<file path="config.mk">
export PLATFORM = sky130hd
export DESIGN_NAME = imem_loader
export DESIGN_NICKNAME = d
export VERILOG_FILES = /design/src/rtl/imem_loader.sv
export SDC_FILE = /design/constraint.sdc
export NUM_CORES = 1
export LEC_CHECK = 0
export ABC_CLOCK_PERIOD_IN_PS = 3830
export CAP_MARGIN = 20
export CORE_MARGIN = 1
export CORE_UTILIZATION = 60
export CTS_CLUSTER_DIAMETER = 30
export CTS_CLUSTER_SIZE = 8
export DETAILED_ROUTE_END_ITERATION = 16
export DONT_BUFFER_PORTS = 1
export HOLD_SLACK_MARGIN = 0.06
export PLACE_DENSITY = 0.76
export SLEW_MARGIN = 20
export SYNTH_ARGS = -nofsm -noshare
export SYNTH_HDL_FRONTEND = slang
export SYNTH_SLANG_ARGS = --single-unit
</file>
<file path="constraint.sdc">
create_clock -name clk -period 3.83 [get_ports clk]
set_input_delay 0.5745 -clock clk [delete_from_list [all_inputs] [get_ports clk]]
set_output_delay 0.5745 -clock clk [all_outputs]
set_load 0.005 [all_outputs]
</file>
<file path="src/rtl/imem_loader.sv">
// Purpose: byte-stream program loader; frames LEN_HI LEN_LO data[4N] CSUM into word writes, holds CPU until image is good.
// Latency: mem_we one cycle after the 4th byte of a word is accepted; done/error one cycle after the CSUM accept.
// Backpressure: in_ready high only in LEN_HI/LEN_LO/DATA/CSUM; memory never stalls the stream (max 1 byte/cycle).
//
// Ports:
//   clk, reset (async, active-low)   - clock and reset
//   start                            - one-cycle pulse; begins a session from IDLE/DONE/ERR
//   in_data/in_valid/in_ready        - byte stream, transfer on in_valid & in_ready at a rising edge
//   mem_we/mem_addr/mem_wdata        - registered memory write port, one strobe per word
//   cpu_hold                         - high while the CPU must stay in reset
//   done/error                       - sticky session result until the next start
module imem_loader #(
  parameter int ADDR_WIDTH = 10,
  parameter int BASE_ADDR  = 0
) (
  input  logic                  clk,
  input  logic                  reset,
  input  logic                  start,
  input  logic [7:0]            in_data,
  input  logic                  in_valid,
  output logic                  in_ready,
  output logic                  mem_we,
  output logic [ADDR_WIDTH-1:0] mem_addr,
  output logic [31:0]           mem_wdata,
  output logic                  cpu_hold,
  output logic                  done,
  output logic                  error
);

  // Largest word count that fits between BASE_ADDR and the top of memory.
  // Held at 17 bits so a 16-bit length of up to 65535 compares without wrap.
  localparam logic [16:0]           MAX_WORDS = 17'((64'd1 << ADDR_WIDTH) - 64'(BASE_ADDR));
  localparam logic [ADDR_WIDTH-1:0] BASE      = ADDR_WIDTH'(BASE_ADDR);

  typedef enum logic [2:0] {
    S_IDLE,
    S_LEN_HI,
    S_LEN_LO,
    S_DATA,
    S_CSUM,
    S_DONE,
    S_ERR
  } state_t;

  state_t      state, state_nxt;

  logic [7:0]  len_hi;     // first length byte, held until LEN_LO completes the count
  logic [15:0] len;        // word count N
  logic [1:0]  bcnt;       // byte position inside the current word
  logic [15:0] wcnt;       // index of the word being assembled
  logic [23:0] asm_q;      // first three bytes of the current word, oldest in [23:16]
  logic [7:0]  csum;       // running XOR of every frame byte before CSUM

  logic        acc;
  logic        restart;
  logic        last_byte;
  logic        last_word;
  logic [15:0] n_rx;

  assign acc       = in_valid & in_ready;
  assign restart   = start & ((state == S_IDLE) | (state == S_DONE) | (state == S_ERR));
  assign last_byte = (bcnt == 2'd3);
  assign last_word = (wcnt == len - 16'd1);
  assign n_rx      = {len_hi, in_data};

  // State register
  always_ff @(posedge clk or negedge reset) begin
    if (!reset) begin
      state <= S_IDLE;
    end else begin
      state <= state_nxt;
    end
  end

  // Next state and state-decoded outputs
  always_comb begin
    state_nxt = state;
    in_ready  = 1'b0;
    cpu_hold  = 1'b1;
    done      = 1'b0;
    error     = 1'b0;
    case (state)
      S_IDLE: begin
        if (start) state_nxt = S_LEN_HI;
      end
      S_LEN_HI: begin
        in_ready = 1'b1;
        if (in_valid) state_nxt = S_LEN_LO;
      end
      S_LEN_LO: begin
        in_ready = 1'b1;
        if (in_valid) begin
          if ({1'b0, n_rx} > MAX_WORDS) state_nxt = S_ERR;
          else if (n_rx == 16'd0)       state_nxt = S_CSUM;
          else                          state_nxt = S_DATA;
        end
      end
      S_DATA: begin
        in_ready = 1'b1;
        if (in_valid && last_byte && last_word) state_nxt = S_CSUM;
      end
      S_CSUM: begin
        in_ready = 1'b1;
        if (in_valid) state_nxt = (in_data == csum) ? S_DONE : S_ERR;
      end
      S_DONE: begin
        done     = 1'b1;
        cpu_hold = 1'b0;
        if (start) state_nxt = S_LEN_HI;
      end
      S_ERR: begin
        error = 1'b1;
        if (start) state_nxt = S_LEN_HI;
      end
      default: state_nxt = S_IDLE;
    endcase
  end

  // Datapath: length capture, word assembly, checksum and the write port.
  // restart only fires in states where in_ready is low, so it never races a byte.
  always_ff @(posedge clk or negedge reset) begin
    if (!reset) begin
      len_hi    <= '0;
      len       <= '0;
      bcnt      <= '0;
      wcnt      <= '0;
      asm_q     <= '0;
      csum      <= '0;
      mem_we    <= 1'b0;
      mem_addr  <= '0;
      mem_wdata <= '0;
    end else begin
      mem_we <= 1'b0;
      if (restart) begin
        bcnt  <= '0;
        wcnt  <= '0;
        asm_q <= '0;
        csum  <= '0;
      end else if (acc) begin
        case (state)
          S_LEN_HI: begin
            len_hi <= in_data;
            csum   <= csum ^ in_data;
          end
          S_LEN_LO: begin
            len  <= n_rx;
            csum <= csum ^ in_data;
          end
          S_DATA: begin
            csum <= csum ^ in_data;
            if (last_byte) begin
              mem_we    <= 1'b1;
              mem_wdata <= {asm_q, in_data};
              mem_addr  <= BASE + ADDR_WIDTH'(wcnt);
              wcnt      <= wcnt + 16'd1;
              bcnt      <= 2'd0;
            end else begin
              asm_q <= {asm_q[15:0], in_data};
              bcnt  <= bcnt + 2'd1;
            end
          end
          default: ;
        endcase
      end
    end
  end

endmodule
</file>
==> reports/qor.csv, run 1 <==
stage,metric,value,unit
outcome,run_status,completed,
routing,drt_drc,0,
pwr,p_switching,1504,uW
pwr,cell_internal_pwr,2911,uW
placed_design,gp_routability_congestion,0.9202,
grt,vias_in_the_first_global_route,3938,
yosys,netlist_area,5595,um2
placed_design,postPlaceCellArea,5692,um2
routing,route.detailed.wl_per_inst,18.38,um
yosys,synthDominantAreaCellType,dfrtp_1,
grt,grt-ovfl-total,0,
sta,setup_viol,0,
yosys,synth_ff_type,dfrtp_1,
placed_design,placed_cells,604,
pwr,cellLeakagePower,0.002798,uW
cts,tritoncts,yes,
cts,numClockSinks,120,
yosys,yosys-top-cells-area,"dfrtp_1, mux2_2, nand2_1, xnor2_1, a21oi_1",
die,effective_utilization_at_floorplan,62.93,%
sta,timing.final.hold_violations,0,
cts,postCtsSetupBuffers,0,
pwr,max-vdd-ir-drop,0.4304,mV
finish,post_route_cells_drive_above_1_share,21.32,%
routing,detailedRoute.firstPassIterationCount,7,
critical_path,reg2regPathDepth,6,
yosys,synth_top_cell_area_share,53.67,%
finish,final.fill_count,621,
placed_design,dp_hpwl,7418,um
cts,cts_made_buffers,17,
finish,layout.cell_area.non_filler,6302,um2
yosys,synth.yosys.warnings,0,
die,core,8891,um2
critical_path,worst-path-max-fanout,9,
pwr,power-per-cell-area,700.5,nW/um2
cts,insertion_delay_to_the_later_sink_of_the_worst_skew_pair,0.52,ns
finish,final_util,70.88,%
finish,fin_cells,638,
grt,number_of_antenna_violations_at_the_first_check_in_global_routing,0,
grt,globalRouteTotalUtil,26.67,%
sta,number_of_max_slew_violations_in_the_final_report,0,
finish,area_growth,12.63,%
yosys,netlist_instances,516,
die,floorplan.rows,34,
grt,grt_start_max_net_pins,121,
sta,clock.fmax,342.7,MHz
min_path,hold_path_class,input pin to flip-flop,
routing,totalWireLength,11730,um
die,io_pins,59,
grt,grt_pass1_wl,19820,um
pwr,combinationalPowerShare,24.6,%
sta,fin_skew,0.005311,ns
critical_path,cp_data_arrival_time,3.35,ns
die,area_enclosed_by_the_die_boundary,9716,um2
critical_path,worst_setup_path_end_kind,flip-flop,
critical_path,critPathRequiredTime,4.27,ns
sta,fin_crit,2.918,ns
yosys,synth_nets,531,
yosys,post_synthesis_sequential_element_count,120,
sta,worst_pin_slew,0.8544,ns
min_path,whs_path_depth,2,
cts,cts_root_buf,clkbuf_8,
routing,drtIter0Drc,291,
cts,h_tree_lvl_count,4,
die,floorplan.die.height,98.57,um
sta,max_slew_headroom,43.04,%
critical_path,crit_path_start_kind,flip-flop,
sta,grt_setup_unrepaired,false,
cts,ctsLongestPathBuffers,2,
routing,antenna_violation_net_count_after_detailed_routing,0,
pwr,seq_power_share,40.9,%
yosys,syn_avg_cell_area,10.84,um2
die,fp.dieW,98.57,um
pwr,clkPwrFrac,34.5,%
pwr,power_switching_share,34.06,%
cts,post_cts_resized,0,
cts,hold_buffer_count_at_cts,2,
flow_run,drv.max_cap_violation_count,0,
placed_design,port_buffers,0,
routing,post_drt_via_cell_ratio,6.136,
yosys,postSynth.asyncResetShare,100.0,%
yosys,synth_edf_count,0,
finish,layout.nets,532,
routing,count_of_vias_placed_by_the_detailed_router,3915,
yosys,ys_top_cells_by_count,"dfrtp_1, nand2_1, mux2_2",
sta,setup_tns,0,ns
yosys,synth_cell_type_count,47,
yosys,yosysMostFrequentCell,dfrtp_1,
finish,antenna_cells,0,
cts,path_clk_slew,0.06,ns
sta,final.period_utilization,76.18,%
critical_path,criticalPathCategory,flip-flop to flip-flop,
yosys,yosysSeqAreaShare,53.67,%
pwr,report.power.total,4415,uW
kinds of logic (layout without fill, tap and decap cells):
family                   after synthesis  count (layout)  synth area share (%)
adder cells (fa/ha/maj)                3               3                0.6709
buffers and inverters                 32              46                 2.169
XOR/XNOR                              49              49                 7.670
AO/OA/AOI/OAI                         71              71                 7.603
multiplexers                          66              66                 13.26
flip-flops                           120             120                 53.67
AND/OR/NAND/NOR                      175             175                 14.96
path summary, 6_finish.rpt:
| check | end | slack [ns] | from |
|---|---|---|---|
| worst max register to register | state[2]$_DFFE_PN0P_ | 0.91 | len[3]$_DFFE_PN0P_ |
| worst max-delay path | state[2]$_DFFE_PN0P_ | 0.91 | len[3]$_DFFE_PN0P_ |
| worst min register to register | mem_wdata[24]$_DFFE_PN0P_ | 0.51 | asm_q[16]$_DFFE_PN0P_ |
| max in group asynchronous | wcnt[1]$_DFFE_PN0P_ | 2.64 | reset |
| min in group asynchronous | len[7]$_DFFE_PN0P_ | 0.70 | reset |
| worst min-delay path | len[0]$_DFFE_PN0P_ | 0.18 | in_data[0] |
critical path, stage by stage (launching register included):
cell,delay (ns)
dfrtp_1,0.44
or4_1,0.71
or4_4,0.60
a2111oi_2,0.35
o211ai_1,0.19
or3_1,0.37
o31ai_2,0.18
through the flow:
step	hold WS (ns)	worst slack, ns
2_1_floorplan	0.2789	1.162
3_3_place_gp	0.2848	1.013
3_5_place_dp	0.2851	0.9310
4_1_cts	0.1627	0.9229
5_1_grt	0.1716	0.7675
6_report	0.1796	0.9121
metal layers:
layer	vias up	GRT usage, %	wire length [um]
met5	-	0	0
met4	0	10.91	215
met3	24	6.809	868
met2	168	42.36	5694
met1	1928	35.32	4947
li1	1795	-	-
layout by cell type (no fill, tap or decap), drive strengths merged, types with 4 or more instances in the layout:
cell type / synthesis / routed
xnor2: 29 / 29
nor3: 8 / 8
buf: 2 / 5
or4: 4 / 4
mux2: 65 / 65
xor2: 20 / 20
o21ai: 15 / 15
o211ai: 5 / 5
nand2: 76 / 76
nand2b: 5 / 5
a21oi: 36 / 36
and3: 6 / 6
or3: 11 / 11
nor2: 32 / 32
clkbuf: 22 / 17
nand4: 5 / 5
dfrtp: 120 / 120
nor4: 7 / 7
inv: 8 / 17
nand3: 7 / 7
nor2b: 4 / 4
cell type report:
type | count | area [um2] | area share (%)
clock buffers | 17 | 414.1 | 6.571
clock inverters | 15 | 158.9 | 2.521
inverters | 8 | 30.03 | 0.4765
multi-input cells | 364 | 2494 | 39.57
flip-flops and latches | 120 | 3003 | 47.65
well taps | 108 | 135.1 | 2.144
repair buffers | 6 | 67.56 | 1.072
sequential cells by signal (all words and copies together), names as in the netlist:
| name | count |
|---|---|
| csum | 8 |
| mem_addr | 10 |
| mem_wdata | 32 |
| asm_q | 24 |
| wcnt | 16 |
| len | 16 |
| mem_we | 1 |
| bcnt | 2 |
| state | 3 |
| len_hi | 8 |
power groups by stage:
stage | Sequential (uW) | Clock (uW) | Combinational (uW)
detailed placement | 1810 | 0 | 1030
floorplan | 1730 | 0 | 868
CTS | 1800 | 1540 | 1080
global route | 1850 | 1590 | 1200
global placement | 1790 | 0 | 997
finish | 1810 | 1520 | 1090
(Power assumes the default switching activity.)
==> run 2, diff against run 1 <==
--- a/config.mk
+++ b/config.mk
@@ -5,7 +5,7 @@
 export SDC_FILE = /design/constraint.sdc
 export NUM_CORES = 1
 export LEC_CHECK = 0
-export ABC_CLOCK_PERIOD_IN_PS = 3830
+export ABC_CLOCK_PERIOD_IN_PS = 2900
 export CAP_MARGIN = 20
 export CORE_MARGIN = 1
 export CORE_UTILIZATION = 60
==> constraint.sdc (replaced) <==
create_clock -name clk -period 2.9 [get_ports clk]
set_input_delay 0.435 -clock clk [delete_from_list [all_inputs] [get_ports clk]]
set_output_delay 0.435 -clock clk [all_outputs]
set_load 0.005 [all_outputs]
==> run 2 against run 1 <==
  * The flow now finishes with violations (negative hold slack)
  * Count of clock-buffer cells in the layout up 1
  * Final area is 1.5% higher
  * Clock skew rose by 0.0030 ns
  * Via count grew 0.97%
  * Cell count rose by 1.3%
  * Largest power group unchanged
  * First-iteration DRC count down 36%
  * Sequential power increased by 32%
  * Setup slack worse by 0.78 ns
  * Sequential cell count unchanged
  * Core utilization rose by 1.1 points
  * Combinational power rose by 31%
  * Non-clock buffer count rose by 8
==> reports/qor.csv, run 2 (synthesis gave the netlist of run 1 again) <==
stage,metric,value,unit
outcome,run_status,"finished, violations left",
outcome,failed_checks,negative hold slack,
placed_design,dp_hpwl,7346,um
cts,numClockSinks,120,
routing,totalWireLength,11790,um
grt,grt_pass1_wl,20050,um
grt,vias_in_the_first_global_route,3901,
die,area_enclosed_by_the_die_boundary,9716,um2
finish,leading_cell_type_in_the_layout_fill_and_taps_excluded,dfrtp_1,
placed_design,postPlaceCellArea,5714,um2
pwr,max-vdd-ir-drop,0.5270,mV
finish,layout.nets,540,
finish,area_growth,14.33,%
pwr,power-per-cell-area,917.4,nW/um2
sta,final.period_utilization,95.50,%
critical_path,criticalPathCategory,flip-flop to flip-flop,
finish,fin_cells,646,
finish,layout.cell_area.non_filler,6397,um2
sta,timing.final.hold_violations,120,
placed_design,port_buffers,0,
sta,fin_crit,2.769,ns
sta,fin_hold_ws,-0.3901,ns
cts,tritoncts,yes,
cts,postCtsSetupBuffers,0,
sta,setup_tns,0,ns
cts,ctsLongestPathBuffers,2,
sta,number_of_max_slew_violations_in_the_final_report,0,
die,effective_utilization_at_floorplan,62.93,%
finish,multiInputGateArea,2501,um2
critical_path,worst_setup_path_end_kind,flip-flop,
critical_path,critPathRequiredTime,3.33,ns
finish,final.fill_count,599,
cts,hold_buffer_count_at_cts,8,
routing,detailedRoute.firstPassIterationCount,4,
grt,met2_track_demand_over_resource,43.72,%
finish,highest_count_cells_in_the_layout_ignoring_fill_and_taps,"dfrtp_1, nand2_1, mux2_2, a21oi_1, nor2_1",
grt,grt_most_used_layer,met2,
routing,drtIter0Drc,185,
critical_path,cp_data_arrival_time,3.20,ns
die,floorplan.rows,34,
finish,final_util,71.95,%
critical_path,worstReg2RegStart,len[3]$_DFFE_PN0P_,
critical_path,reg2regPathDepth,6,
grt,grt-ovfl-total,0,
sta,max_slew_headroom,38.46,%
finish,reg_top3,"mem_wdata x32, asm_q x24",
grt,number_of_antenna_violations_at_the_first_check_in_global_routing,0,
flow_run,drv.max_cap_violation_count,0,
grt,globalRouteTotalUtil,26.93,%
grt,global_route.usage.met1,34.68,%
routing,drt_drc,0,
die,io_pins,59,
placed_design,gp_routability_congestion,0.9252,
critical_path,r2r_slack,0.13,ns
cts,cts_root_buf,clkbuf_8,
sta,grt_setup_unrepaired,false,
grt,grt_start_max_net_pins,121,
routing,antenna_violation_net_count_after_detailed_routing,0,
cts,h_tree_lvl_count,4,
critical_path,crit_path_start_kind,flip-flop,
sta,clock.fmax,361.1,MHz
finish,post_route_cells_drive_above_1_share,21.75,%
min_path,hold_path_class,input pin to asynchronous set/reset pin,
die,fp.dieW,98.57,um
routing,post_drt_via_cell_ratio,6.119,
cts,cts_made_buffers,17,
placed_design,placed_cells,606,
sta,setup_viol,0,
sta,worst_pin_slew,0.9231,ns
cts,insertion_delay_to_the_later_sink_of_the_worst_skew_pair,0.52,ns
pwr,cellLeakagePower,0.002833,uW
finish,regMostFlops,mem_wdata,
cts,path_clk_slew,0.06,ns
critical_path,reg2reg_to,state[2]$_DFFE_PN0P_,
finish,largest_register_ff_count,32,
routing,route.detailed.wl_per_inst,18.25,um
critical_path,worst-path-max-fanout,6,
finish,regArea,3004,um2
die,floorplan.die.height,98.57,um
die,core,8891,um2
finish,antenna_cells,0,
routing,count_of_vias_placed_by_the_detailed_router,3953,
grt,gr-usage-met3,8.085,%
sta,fin_skew,0.008318,ns
==> run 2: worst max path at each step <==
stage / startpoint / endpoint / slack [ns] / cells past startpoint
finish: len[3]$_DFFE_PN0P_ / state[2]$_DFFE_PN0P_ / 0.13 / 6
global route: len[3]$_DFFE_PN0P_ / state[2]$_DFFE_PN0P_ / 0.01 / 6
CTS: len[3]$_DFFE_PN0P_ / state[2]$_DFFE_PN0P_ / 0.08 / 6
detailed placement: len[3]$_DFFE_PN0P_ / state[2]$_DFFE_PN0P_ / 0.09 / 6
global placement: len[3]$_DFFE_PN0P_ / state[2]$_DFFE_PN0P_ / 0.15 / 6
floorplan: len[3]$_DFFE_PN0P_ / state[2]$_DFFE_PN0P_ / 0.23 / 7
==> run 2: metrics by stage <==
stage / setup WS, ns / power, uW
4_1_cts: 0.08486 / 5863
5_1_grt: 0.01337 / 6184
3_5_place_dp: 0.09305 / 3769
2_1_floorplan: 0.2319 / 3427
6_report: 0.1305 / 5869
3_3_place_gp: 0.1466 / 3694
==> run 2: layout make-up <==
type                    count  area share (%)
flip-flops and latches    120           46.96
well taps                 108           2.112
inverters                   8          0.4694
clock buffers              18           6.689
clock inverters            14           2.523
repair buffers             14           2.151
multi-input cells         364           39.10
==> run 2: report_power, final <==
part | total, uW | switching (uW) | internal (uW)
Combinational | 1430 | 751 | 675
Sequential | 2390 | 367 | 2020
Clock | 2060 | 794 | 1260
Total | 5870 | 1910 | 3960
==> run 2: timing repair <==
action,in CTS,in global routing
endpoints found under the setup margin,0,3
hold endpoints to repair,152,120
gates resized for setup,0,4
==> run 2: per-layer routing <==
layer / share of wire, % / up-vias
met5: 0 / -
met4: 1.3 / 0
met3: 5.9 / 20
met2: 49 / 133
met1: 43 / 1989
li1: - / 1811
==> run 2: worst max-delay path, cell delays in order (launching register included) <==
cell,delay (ns)
dfrtp_2,0.44
or4_4,0.58
or4_4,0.56
a2111oi_2,0.37
o211ai_1,0.20
or3_1,0.36
o31ai_2,0.17
